<file path="src/rtl/gx4000_palette_unit.sv">
`default_nettype none
// ============================================================================
// Module   : gx4000_palette_unit
// Purpose  : Plus-mode palette shadow (snoop + bulk reload) and 2-stage
//            pen-to-RGB pixel pipeline feeding the GX4000 video mixer.
// Revision : 1.0 - initial release
// ============================================================================
module gx4000_palette_unit #(
  parameter logic [13:0] PAL_BASE = 14'h2400
) (
  input  logic        clk_sys,
  input  logic        reset_n,
  input  logic        plus_en,
  input  logic        snoop_wr,
  input  logic [13:0] snoop_addr,
  input  logic [7:0]  snoop_din,
  input  logic        reload,
  output logic        ram_rd,
  output logic [13:0] ram_addr,
  input  logic [7:0]  ram_q,
  output logic        reload_busy,
  output logic        reload_done,
  input  logic        pix_en,
  input  logic        pix_blank,
  input  logic        pix_border,
  input  logic        pix_sprite,
  input  logic [4:0]  pix_pen,
  input  logic [1:0]  cpc_r,
  input  logic [1:0]  cpc_g,
  input  logic [1:0]  cpc_b,
  output logic [3:0]  r_out,
  output logic [3:0]  g_out,
  output logic [3:0]  b_out
);

  typedef enum logic [1:0] {
    ST_IDLE = 2'd0,
    ST_REQ  = 2'd1,
    ST_CAP  = 2'd2
  } state_t;

  state_t      state_q, state_d;
  logic [5:0]  cnt_q, cnt_d;
  logic [13:0] addr_hold_q, addr_hold_d;
  logic        done_q, done_d;
  logic        cap_we;

  // Even bytes hold {R,B}; odd bytes only keep G in their low nibble.
  logic [7:0]  even_q [32];
  logic [7:0]  even_d [32];
  logic [3:0]  odd_q  [32];
  logic [3:0]  odd_d  [32];

  logic [13:0] snoop_off;
  logic        snoop_hit;

  logic [4:0]  sel_idx;
  logic [4:0]  idx_q, idx_d;
  logic        blank_q, blank_d;
  logic        plus_q, plus_d;
  logic [1:0]  cr_q, cr_d, cg_q, cg_d, cb_q, cb_d;
  logic [3:0]  r_q, r_d, g_q, g_d, b_q, b_d;

  logic        unused_pen_msb;
  assign unused_pen_msb = pix_pen[4];

  // Reload engine
  always_comb begin
    state_d = state_q;
    cnt_d   = cnt_q;
    done_d  = 1'b0;
    cap_we  = 1'b0;
    case (state_q)
      ST_IDLE: begin
        if (reload) begin
          cnt_d   = 6'd0;
          state_d = ST_REQ;
        end
      end
      ST_REQ:  state_d = ST_CAP;
      ST_CAP: begin
        cap_we = 1'b1;
        if (cnt_q == 6'd63) begin
          state_d = ST_IDLE;
          done_d  = 1'b1;
        end else begin
          cnt_d   = cnt_q + 6'd1;
          state_d = ST_REQ;
        end
      end
      default: state_d = ST_IDLE;
    endcase
  end

  assign ram_rd      = (state_q == ST_REQ);
  assign ram_addr    = ram_rd ? (PAL_BASE + {8'd0, cnt_q}) : addr_hold_q;
  assign addr_hold_d = ram_addr;
  assign reload_busy = (state_q != ST_IDLE);
  assign reload_done = done_q;

  assign snoop_off = snoop_addr - PAL_BASE;
  assign snoop_hit = snoop_wr && (snoop_off[13:6] == 8'd0);

  // Snoop is applied after the capture so it wins a same-byte collision.
  always_comb begin
    even_d = even_q;
    odd_d  = odd_q;
    if (cap_we) begin
      if (cnt_q[0]) odd_d[cnt_q[5:1]]  = ram_q[3:0];
      else          even_d[cnt_q[5:1]] = ram_q;
    end
    if (snoop_hit) begin
      if (snoop_off[0]) odd_d[snoop_off[5:1]]  = snoop_din[3:0];
      else              even_d[snoop_off[5:1]] = snoop_din;
    end
  end

  assign sel_idx = pix_border                          ? 5'd16 :
                   (pix_sprite && pix_pen[3:0] != 4'd0) ? {1'b1, pix_pen[3:0]} :
                                                          {1'b0, pix_pen[3:0]};

  always_comb begin
    idx_d   = idx_q;
    blank_d = blank_q;
    plus_d  = plus_q;
    cr_d    = cr_q;
    cg_d    = cg_q;
    cb_d    = cb_q;
    r_d     = r_q;
    g_d     = g_q;
    b_d     = b_q;
    if (pix_en) begin
      idx_d   = sel_idx;
      blank_d = pix_blank;
      plus_d  = plus_en;
      cr_d    = cpc_r;
      cg_d    = cpc_g;
      cb_d    = cpc_b;
      if (blank_q) begin
        r_d = 4'd0;
        g_d = 4'd0;
        b_d = 4'd0;
      end else if (!plus_q) begin
        r_d = {cr_q, cr_q};
        g_d = {cg_q, cg_q};
        b_d = {cb_q, cb_q};
      end else begin
        r_d = even_q[idx_q][7:4];
        g_d = odd_q[idx_q];
        b_d = even_q[idx_q][3:0];
      end
    end
  end

  assign r_out = r_q;
  assign g_out = g_q;
  assign b_out = b_q;

  always_ff @(posedge clk_sys or negedge reset_n) begin
    if (!reset_n) begin
      state_q     <= ST_IDLE;
      cnt_q       <= 6'd0;
      addr_hold_q <= 14'd0;
      done_q      <= 1'b0;
      for (int k = 0; k < 32; k++) begin
        even_q[k] <= 8'd0;
        odd_q[k]  <= 4'd0;
      end
      idx_q   <= 5'd0;
      blank_q <= 1'b0;
      plus_q  <= 1'b0;
      cr_q    <= 2'd0;
      cg_q    <= 2'd0;
      cb_q    <= 2'd0;
      r_q     <= 4'd0;
      g_q     <= 4'd0;
      b_q     <= 4'd0;
    end else begin
      state_q     <= state_d;
      cnt_q       <= cnt_d;
      addr_hold_q <= addr_hold_d;
      done_q      <= done_d;
      even_q      <= even_d;
      odd_q       <= odd_d;
      idx_q       <= idx_d;
      blank_q     <= blank_d;
      plus_q      <= plus_d;
      cr_q        <= cr_d;
      cg_q        <= cg_d;
      cb_q        <= cb_d;
      r_q         <= r_d;
      g_q         <= g_d;
      b_q         <= b_d;
    end
  end

endmodule
`default_nettype wire

</file>
<file path="config.mk">
export PLATFORM = sky130hd
export DESIGN_NAME = gx4000_palette_unit
export DESIGN_NICKNAME = d
export VERILOG_FILES = /design/src/rtl/gx4000_palette_unit.sv
export SDC_FILE = /design/constraint.sdc
export NUM_CORES = 1
export LEC_CHECK = 0
export BUFFER_PORTS_ARGS = -buffer_cell sky130_fd_sc_hd__buf_2
export CORE_UTILIZATION = 40
export DETAILED_ROUTE_END_ITERATION = 6
export GPL_TIMING_DRIVEN = 1
export SYNTH_ARGS = -nofsm -noshare
export SYNTH_HDL_FRONTEND = slang
export SYNTH_SLANG_ARGS = --single-unit
</file>
<file path="constraint.sdc">
create_clock -name clk_sys -period 2.6 [get_ports clk_sys]
set_clock_uncertainty 0.2 [all_clocks]
set_input_delay 0.26 -clock clk_sys [delete_from_list [all_inputs] [get_ports clk_sys]]
set_output_delay 0.26 -clock clk_sys [all_outputs]
set_load 0.02 [all_outputs]
</file>
==> impl_metrics.env <==
export IMPL_setup_viol=0
export IMPL_cts_max_path_buffers=3
export IMPL_synth_most_common_cell="mux2i_1"
export IMPL_status="finished, violations left"
export IMPL_irDropWorstVdd_mv=0.4726
export IMPL_hold_path_endpoint="idx_q[4]$_DFFE_PN0P_"
export IMPL_power_leakage_nw=13.03
export IMPL_yosys_top_cells_count="mux2i_1, dfrtp_1, a21oi_1, nor2_1, nand2_1"
export IMPL_antenna_found_initial=0
export IMPL_via_per_inst=5.690
export IMPL_finalMaxSlewViolations=0
export IMPL_cp_end_kind="flop"
export IMPL_period_needed_ps=2573
export IMPL_critPathArrivalTime_ps=2820
export IMPL_synthCells=2406
export IMPL_grt_max_degree=71
export IMPL_place_ws_ps=69.40
export IMPL_grt_first_pass_wirelength_microns=116600
export IMPL_cts_buffers=49
export IMPL_ys_seq_elements=432
export IMPL_ys_warn_count=0
export IMPL_worstSetupPathType="reg -> reg"
export IMPL_die_h_microns=247.3
export IMPL_tritoncts="built"
export IMPL_h_tree_depth=2
export IMPL_worst_skew_pair_late_latency_ps=630
export IMPL_synth_area_leader_cell="dfrtp_1"
export IMPL_hold_violations=0
export IMPL_dpl_cell_count=3213
export IMPL_syn_area_sq_mm=0.02407
export IMPL_hpwlAfterDp_microns=49210
export IMPL_hold_path_depth=3
export IMPL_drc=16
export IMPL_synth_top_area_share=0.4492
export IMPL_drive_gt1_frac=0.1639
export IMPL_crit_start="idx_q[0]$_DFFE_PN0P_"
export IMPL_cap_violations=0
export IMPL_r2r_start="idx_q[0]$_DFFE_PN0P_"
export IMPL_synth_area_leaders="dfrtp_1, mux2i_1, a21oi_1"
export IMPL_std_cell_rows=89
export IMPL_syn_to_final_growth_pct=16.91
export IMPL_clk_pin_slew_ps=60
export IMPL_pin_count=79
export IMPL_hold_path_class="in -> reg"
export IMPL_required_ps=2850
export IMPL_grt_ovfl_total=0
export IMPL_layout_nets=2573
export IMPL_routedWlPerCell_microns=22.69
export IMPL_p_per_area_mw_per_mm2=638.0
export IMPL_first_iter_violations=1995
export IMPL_gp_congestion=0.8829
export IMPL_stdcell_count=3338
export IMPL_cts_root_buf="clkbuf_16"
export IMPL_rsz0062_at_grt="no"
export IMPL_core_area_sq_mm=0.05924
export IMPL_fin_crit_sh=0.9895
export IMPL_routed_wl_microns=75750
export IMPL_drt_first_pass_iters=7
export IMPL_grt_usage=0.2511
export IMPL_start_util=0.4062
export IMPL_fin_ws_ps=27.31
export IMPL_dieArea_sq_mm=0.06115
export IMPL_synth_edf_count=0
export IMPL_async_flop_share=1.000
export IMPL_ant_nets=0
export IMPL_io_buffers=77
export IMPL_synthFlopType="dfrtp_1"
export IMPL_max_freq_mhz=388.7
export IMPL_die_x_microns=247.3
export IMPL_syn_nets=2457
export IMPL_whs_ps=37.97
export IMPL_maxSlewHeadroom=0.3009
export IMPL_grt_pass1_vias=18665
export IMPL_r2r_setup_slack_ps=30
export IMPL_synth_distinct_cells=43
export IMPL_setup_tns_ps=0
export IMPL_worstHoldStart="pix_en"
export IMPL_dr_total_vias=18993
export IMPL_violations="DRC"
export IMPL_syn_area_per_cell_sq_um=10.00
export IMPL_timing_rr_end="b_out[2]$_DFFE_PN0P_"
export IMPL_clock_sinks=432
export IMPL_worst_pin_slew_ps=1046
export IMPL_reg2reg_depth=5
export IMPL_total_power_mw=17.95
export IMPL_worstSetupStartpointType="flop"
export IMPL_crit_fanout=19
export IMPL_synth_seq_area_share=0.4492
## layout by cell type (no fill, tap or decap), types with 30 or more instances in the layout
cell       netlist  routed
buf_4            2     132
buf_12           0      30
buf_2           59      76
dfrtp_1        432     428
clkbuf_16        0      49
mux2i_1        529     529
a21oi_1        294     294
o21ai_0        137     137
a22oi_1         72      72
nand3_1         31      31
nor2_1         289     288
nand2_1        206     204
## through the flow
step           area, sq um    util
2_1_floorplan        24070       -
3_3_place_gp         26140  0.4412
6_report             28140  0.4749
3_5_place_dp         26140  0.4412
5_1_grt              28130  0.4748
4_1_cts              28110  0.4745
## power breakdown
part | internal, mW | leakage [nW] | switching [mW]
combinational | 1.18 | 6.74 | 1.96
clock | 4.22 | 0.839 | 2.99
sequential | 7.23 | 5.45 | 0.369
total | 12.6 | 13.0 | 5.32
## cell families after synthesis
logic type                 count (synthesis)  synth area share
AOI/OAI and AO/OA                        531            0.1218
adders and majority gates                  1         0.0005198
buffers and inverters                    220           0.03915
DFF                                      432            0.4492
muxes                                    561            0.2462
and+or+nand+nor                          661            0.1431
## worst max path at each step
stage                            to  slack, ps
2_1_floorplan  b_out[1]$_DFFE_PN0P_        320
3_3_place_gp   b_out[2]$_DFFE_PN0P_         30
3_5_place_dp   b_out[2]$_DFFE_PN0P_         70
4_1_cts                 ram_addr[9]         40
5_1_grt                 ram_addr[9]         20
6_report       b_out[2]$_DFFE_PN0P_         30
## flip-flops by register name (all words and copies together) (netlist names), 4 cells and up
signal / cells
addr_hold_q: 14
b_out: 4
cnt_q: 6
even_q: 256
g_out: 4
idx_q: 5
odd_q: 128
r_out: 4
## timing repair
action                                 4_1_cts  5_1_grt
endpoints found under the hold margin      539        0
hold buffers                                26        0
resized for setup                            4        2
buffers inserted                             3        2
setup endpoints to repair                   14       25
## layout make-up
cell class                      count  area, sq um
Clock inverter                     22        259.0
Multi-Input combinational cell   1754        12350
Sequential cell                   432        10820
Fill cell                        5493        31110
Timing Repair Buffer              265         2247
Tap cell                          773        967.2
Inverter                           20        78.83
Clock buffer                       70         1415
Antenna cell                        2        5.005
## per-layer routing
| metal | global-route usage | share of wire |
|---|---|---|
| met1 | 0.3463 | 0.43 |
| met2 | 0.4034 | 0.47 |
| met3 | 0.04211 | 0.070 |
| met4 | 0.07398 | 0.026 |
| met5 | 0 | 0 |
## worst max-delay path, stage by stage (launching register included)
cell and delay (ps):
dfrtp_2 450, buf_12 250, mux4_2 530, and2_1 180
a211oi_1 580, o221ai_1 200
Note: power is estimated with default switching activity, not from simulation.
